`config.mk`:
```
export PLATFORM = sky130hd
export DESIGN_NAME = ami_app_tlb_xlat
export DESIGN_NICKNAME = d
export VERILOG_FILES = /design/src/rtl/ami_app_tlb_xlat.sv
export SDC_FILE = /design/constraint.sdc
export NUM_CORES = 2
export LEC_CHECK = 0
export ABC_AREA = 1
export BUFFER_PORTS_ARGS = -buffer_cell sky130_fd_sc_hd__buf_2
export CORE_AREA = 2 2 575 577
export CTS_BUF_LIST = sky130_fd_sc_hd__clkbuf_4 sky130_fd_sc_hd__clkbuf_8
export DETAILED_ROUTE_END_ITERATION = 7
export DIE_AREA = 0 0 577 579
export SYNTH_ARGS = -nofsm -noshare
export SYNTH_HDL_FRONTEND = slang
export SYNTH_SLANG_ARGS = --single-unit
```
`constraint.sdc`:
```
create_clock -name clk -period 45.5 [get_ports clk]
set_clock_uncertainty 0.15 [all_clocks]
set_input_delay 13.65 -clock clk [delete_from_list [all_inputs] [get_ports clk]]
set_output_delay 13.65 -clock clk [all_outputs]
set_load 0.01 [all_outputs]
```
`src/rtl/ami_app_tlb_xlat.sv`:
```
// Per-app TLB: translates app virtual addresses over NUM_ENTRIES ranges and checks permissions.
// Latency 1 cycle; in_ready follows the output register, and drops outside ENABLED.
module ami_app_tlb_xlat #(
    parameter int NUM_ENTRIES = 4,
    parameter int ADDR_WIDTH  = 64,
    parameter int PAYLOAD_W   = 582,
    parameter int IDX_W       = (NUM_ENTRIES > 1) ? $clog2(NUM_ENTRIES) : 1
) (
    input  logic                  clk,
    input  logic                  rst,
    input  logic [1:0]            ctrl_cmd,
    input  logic                  prog_valid,
    input  logic [IDX_W-1:0]      prog_idx,
    input  logic [1:0]            prog_field,
    input  logic [ADDR_WIDTH-1:0] prog_data,
    output logic [1:0]            tlb_state,
    input  logic                  in_valid,
    output logic                  in_ready,
    input  logic                  in_isWrite,
    input  logic [ADDR_WIDTH-1:0] in_addr,
    input  logic [PAYLOAD_W-1:0]  in_payload,
    output logic                  out_valid,
    input  logic                  out_ready,
    output logic                  out_isWrite,
    output logic [ADDR_WIDTH-1:0] out_addr,
    output logic [PAYLOAD_W-1:0]  out_payload,
    output logic                  fault_valid,
    output logic [1:0]            fault_cause,
    output logic [ADDR_WIDTH-1:0] fault_addr,
    output logic [31:0]           fault_count
);

    typedef enum logic [1:0] {
        ST_DISABLED    = 2'd0,
        ST_DRAINING    = 2'd1,
        ST_PROGRAMMING = 2'd2,
        ST_ENABLED     = 2'd3
    } state_t;

    localparam logic [1:0] CMD_PROG = 2'd1;
    localparam logic [1:0] CMD_EN   = 2'd2;
    localparam logic [1:0] CMD_DIS  = 2'd3;

    localparam logic [1:0] CAUSE_NONE  = 2'd0;
    localparam logic [1:0] CAUSE_MISS  = 2'd1;
    localparam logic [1:0] CAUSE_PERM  = 2'd2;
    localparam logic [1:0] CAUSE_NOMEM = 2'd3;

    state_t state;
    logic   drain_to_prog;

    logic [ADDR_WIDTH-1:0] va_start [NUM_ENTRIES];
    logic [ADDR_WIDTH-1:0] va_end   [NUM_ENTRIES];
    logic [ADDR_WIDTH-1:0] pa       [NUM_ENTRIES];
    logic [3:0]            flags    [NUM_ENTRIES];   // {valid, in_memory, readable, writable}

    logic                  hit;
    logic [ADDR_WIDTH-1:0] hit_va_start;
    logic [ADDR_WIDTH-1:0] hit_pa;
    logic [3:0]            hit_flags;
    logic [1:0]            cause;
    logic [ADDR_WIDTH-1:0] xlat_addr;
    logic                  accept;

    assign tlb_state = state;
    assign in_ready  = (state == ST_ENABLED) && (!out_valid || out_ready);
    assign accept    = in_valid && in_ready;

    // Scan from the top so the lowest-index hit overwrites any higher one.
    always_comb begin
        hit          = 1'b0;
        hit_va_start = '0;
        hit_pa       = '0;
        hit_flags    = '0;
        for (int i = NUM_ENTRIES - 1; i >= 0; i--) begin
            if (flags[i][3] && (in_addr >= va_start[i]) && (in_addr <= va_end[i])) begin
                hit          = 1'b1;
                hit_va_start = va_start[i];
                hit_pa       = pa[i];
                hit_flags    = flags[i];
            end
        end
    end

    always_comb begin
        cause = CAUSE_NONE;
        if (!hit)
            cause = CAUSE_MISS;
        else if (!hit_flags[2])
            cause = CAUSE_NOMEM;
        else if (in_isWrite ? !hit_flags[0] : !hit_flags[1])
            cause = CAUSE_PERM;
    end

    assign xlat_addr = hit_pa + (in_addr - hit_va_start);

    always_ff @(posedge clk) begin
        if (rst) begin
            state         <= ST_DISABLED;
            drain_to_prog <= 1'b0;
        end else begin
            case (state)
                ST_DISABLED: begin
                    if (ctrl_cmd == CMD_PROG)
                        state <= ST_PROGRAMMING;
                    else if (ctrl_cmd == CMD_EN)
                        state <= ST_ENABLED;
                end
                ST_ENABLED: begin
                    if (ctrl_cmd == CMD_PROG || ctrl_cmd == CMD_DIS) begin
                        state         <= ST_DRAINING;
                        drain_to_prog <= (ctrl_cmd == CMD_PROG);
                    end
                end
                // A request accepted alongside the command shows up in out_valid here.
                ST_DRAINING: begin
                    if (!out_valid)
                        state <= drain_to_prog ? ST_PROGRAMMING : ST_DISABLED;
                end
                ST_PROGRAMMING: begin
                    if (ctrl_cmd == CMD_EN)
                        state <= ST_ENABLED;
                    else if (ctrl_cmd == CMD_DIS)
                        state <= ST_DISABLED;
                end
                default: state <= ST_DISABLED;
            endcase
        end
    end

    always_ff @(posedge clk) begin
        if (rst) begin
            for (int i = 0; i < NUM_ENTRIES; i++)
                flags[i] <= 4'h0;
        end else if (state == ST_PROGRAMMING && prog_valid) begin
            for (int i = 0; i < NUM_ENTRIES; i++) begin
                if (prog_idx == IDX_W'(i)) begin
                    case (prog_field)
                        2'd0:    va_start[i] <= prog_data;
                        2'd1:    va_end[i]   <= prog_data;
                        2'd2:    pa[i]       <= prog_data;
                        default: flags[i]    <= prog_data[3:0];
                    endcase
                end
            end
        end
    end

    always_ff @(posedge clk) begin
        if (rst) begin
            out_valid   <= 1'b0;
            fault_valid <= 1'b0;
            fault_count <= 32'd0;
        end else begin
            fault_valid <= accept && (cause != CAUSE_NONE);
            if (accept && cause != CAUSE_NONE && fault_count != 32'hFFFF_FFFF)
                fault_count <= fault_count + 32'd1;
            if (accept && cause == CAUSE_NONE)
                out_valid <= 1'b1;
            else if (out_ready)
                out_valid <= 1'b0;
        end
    end

    always_ff @(posedge clk) begin
        if (accept && cause == CAUSE_NONE) begin
            out_isWrite <= in_isWrite;
            out_addr    <= xlat_addr;
            out_payload <= in_payload;
        end
        if (accept && cause != CAUSE_NONE) begin
            fault_cause <= cause;
            fault_addr  <= in_addr;
        end
    end

endmodule

```
==> out/metrics.cfg <==
[logic_synthesis]
asyncSetResetFlopFracSynth_pct = 0
synth_fp_nets = 7040
seq_area_frac_synth_pct = 64.8
synthDominantAreaCellType = sky130_fd_sc_hd__edfxtp_1
cell_types_occupying_the_most_area_after_synthesis = sky130_fd_sc_hd__edfxtp_1 64%, sky130_fd_sc_hd__ha_1 10%, sky130_fd_sc_hd__inv_1 4.4%, sky130_fd_sc_hd__nand2_1 4.3%, sky130_fd_sc_hd__a21oi_1 2.8%
synth-edff-count = 1497
synth_area_sq_mm = 0.0705
synth-seq-cells = 1534
synth.most_common_cell = sky130_fd_sc_hd__edfxtp_1
syn_area_per_cell_sq_um = 12.4
ys_top_cells_by_count = 1497 x sky130_fd_sc_hd__edfxtp_1, 832 x sky130_fd_sc_hd__inv_1, 810 x sky130_fd_sc_hd__nand2_1
ys_warn_count = 0
synth_cells = 5675
synth_top_cell_area_share_pct = 63.8
ys_dominant_reg_cell = sky130_fd_sc_hd__edfxtp_1
synth.lib_cells_used.distinct = 56

[power_and_ir_drop]
sw_share_pct = 28.3
p_leak_nw = 36.8
power_report.internal_total_mw = 2.49
power.sequential.fraction_pct = 45.6
powerDensity_mw_per_mm2 = 38.7
ir_drop_mv = 0.0319
total_switching_power_mw = 0.981
combPwrFrac_pct = 12.7
share_clk_of_total_power_pct = 41.7

[critical_path]
crit_path_end_kind = output pin
crit_type = input pin to output pin
crit_slowest_cell = sky130_fd_sc_hd__buf_2
critPathLaunchType = input pin
worstPathRequired_ns = 31.70
critPathMaxFanout = 2
timing.critical_path.cells = buf_2 -> inv_1 -> a21oi_1 -> buf_2
crit_path_frequent_cell = sky130_fd_sc_hd__buf_2
timing.critical_path.slowest_cell_delay_ns = 0.16
worstPathArrival_ns = 14.07

[clocking]
clock_tree.buffer_depth = 4
count_of_instances_resized_after_the_clock_tree_is_built = 0
ctsHoldBuffers = 0
tritoncts = built
clkSlewWorstSetupHoldPaths_ns = 0.06
clock_tree.root_cell = sky130_fd_sc_hd__clkbuf_8
cts_sinks = 1534
total_number_of_h_tree_levels = 5
later_pin_clock_latency_in_the_skew_report_ns = 1.08
post_cts.repair.setup_buffers = 0
cts_made_buffers = 300

[placed_design]
detailed_place_hpwl_microns = 369000
dpl_worst_slack_ns = 17.62
port-buffer-count = 1471
placed_cells = 11500
place.gp.congestion = 1.12

[global_route]
grt_max_degree = 155
grt_pass1_vias = 50300
first_pass_grt_wire_length_microns = 544000
overall_routing_resource_usage_pct = 25.7
antenna_violations_before_repair = 297
globalRoute.totalOverflow = 0

[route]
detail_route.iter0.violations = 5343
antenna_violating_nets_post_route = 2
drt_wirelength_microns = 444000
drc = 0
drt-wirelength-per-cell_microns = 36.5
via_count = 54200
detail_route.first_pass.iterations = 6
via_per_inst = 4.46

[die]
die_w_microns = 577
num_rows = 211
start_util_pct = 21.4
core-area_sq_mm = 0.329
die_h_microns = 579
design.portCount = 1472
fp.dieArea_sq_mm = 0.334

[outcome]
outcome = complete, but fails checks
violations_in_the_final_reports = antenna rules

[timing]
setup_slack_ns = 17.63
fmax_ghz = 0.0359
worst-slew-pin-transition_ns = 1.16
layout_worst_path_cycle_share_pct = 61.3
final.setup.tns_ns = 0
hold-worst-slack_ns = 0.326
finalMaxSlewViolations = 0
finalCriticalPeriod_ns = 27.87
timing.max_slew.rel_slack_pct = 22.6
rsz0062_at_grt = no
timing.final.hold_violations = 0
finalSetupViolations = 0

[cells_and_area]
post_route_cells_drive_above_1_share_pct = 26.7
final_cell_count_no_fill = 12200
design.final.nets = 8754
syn2layout_area_growth_pct = 27.3
multi_input_comb_area_sq_mm = 0.0212
seqCellArea_sq_mm = 0.0457
num-fill-cells = 34400

[job]
cap_viol_max_count = 0

[min_path]
hp-class = flip-flop to flip-flop

[through the flow]
stage	utilization, %	total power [mW]	cell area [sq um]
global route	27.2	3.59	89400
floorplan	-	1.83	70500
global placement	25.4	2.04	83300
detailed placement	25.4	2.05	83300
CTS	27.2	3.50	89300
finish	27.3	3.47	89700
[cell families (layout without fill, tap and decap cells)]
family / Yosys count / count (layout) / synth area share [%]
AO/OA/AOI/OAI: 953 / 953 / 7.74
XOR/XNOR: 90 / 90 / 1.12
adder cells (fa/ha/maj): 643 / 643 / 12.1
buffers and inverters: 959 / 2903 / 5.23
flip-flops: 1534 / 1534 / 64.8
other: 0 / 180 / 0
AND/OR/NAND/NOR: 1496 / 1496 / 8.97
[metal layers]
layer / up-vias / wire (microns) / track usage, %
met5: - / 1170 / 0.596
met2: 2794 / 197000 / 40.2
met4: 168 / 18800 / 9.56
met1: 26700 / 163000 / 28.5
li1: 23800 / - / -
met3: 786 / 63600 / 15.2
[sequential cells by signal, indices dropped and copies added (netlist names)]
name           cells
out_payload      582
pa               256
va_end           256
va_start         256
fault_addr        64
out_addr          64
fault_count       32
flags             16
fault_cause        2
tlb_state          2
drain_to_prog      1
fault_valid        1
out_isWrite        1
out_valid          1
[path summary, 6_finish.rpt]
check	end	slack [ns]	depth (start not counted)	from
max	in_ready	17.63	4	out_ready
min	drain_to_prog$_SDFFE_PP0P_	0.33	2	drain_to_prog$_SDFFE_PP0P_
max reg2reg	out_addr[40]$_DFFE_PP_	36.30	29	va_start[1][47]$_DFFE_PP_
min reg2reg	drain_to_prog$_SDFFE_PP0P_	0.33	2	drain_to_prog$_SDFFE_PP0P_
[power groups by stage]
stage,combinational (mW),clock (mW),sequential [mW]
after floorplan,0.217,0,1.62
after global placement,0.433,0,1.61
after detailed placement,0.435,0,1.61
after CTS,0.438,1.48,1.58
after global routing,0.474,1.54,1.58
final,0.439,1.45,1.58
[cell type report]
cell class | count | area share, %
well taps | 4366 | 6.09
inverters | 842 | 3.53
repair buffers | 1529 | 8.72
multi-input cells | 3182 | 23.6
diodes | 180 | 0.502
flip-flops and latches | 1534 | 50.9
clock buffers | 380 | 5.33
clock inverters | 152 | 1.28
[cells in the final DEF (no fill, tap or decap), types with 9 or more instances in the layout]
cell and instances:
sky130_fd_sc_hd__clkinv_2 36, sky130_fd_sc_hd__nor2_1 347, sky130_fd_sc_hd__clkinvlp_4 9, sky130_fd_sc_hd__buf_2 1471, sky130_fd_sc_hd__clkinv_1 81, sky130_fd_sc_hd__o21bai_1 14, sky130_fd_sc_hd__buf_4 56, sky130_fd_sc_hd__fa_1 63
sky130_fd_sc_hd__clkbuf_8 309, sky130_fd_sc_hd__xor2_1 64, sky130_fd_sc_hd__a211oi_1 40, sky130_fd_sc_hd__nor2_4 12, sky130_fd_sc_hd__clkbuf_4 71, sky130_fd_sc_hd__dfxtp_1 37, sky130_fd_sc_hd__ha_1 580, sky130_fd_sc_hd__a31oi_1 49
sky130_fd_sc_hd__diode_2 180, sky130_fd_sc_hd__xnor2_1 26, sky130_fd_sc_hd__nor3_1 41, sky130_fd_sc_hd__inv_1 830, sky130_fd_sc_hd__nand4_1 100, sky130_fd_sc_hd__nor4_1 19, sky130_fd_sc_hd__a21oi_1 394, sky130_fd_sc_hd__nand3_1 134
sky130_fd_sc_hd__o21a_1 20, sky130_fd_sc_hd__o21ai_0 265, sky130_fd_sc_hd__nor3_2 10, sky130_fd_sc_hd__bufinv_16 15, sky130_fd_sc_hd__o21ai_1 10, sky130_fd_sc_hd__o211ai_1 123, sky130_fd_sc_hd__nand2_1 810, sky130_fd_sc_hd__edfxtp_1 1497
sky130_fd_sc_hd__a21o_1 14
[worst max-delay path, delay by kind of cell]
kind            cells  cell delay [ns]
buf+inv             3             0.28
compound gates      1             0.15
(Power assumes the default switching activity.)
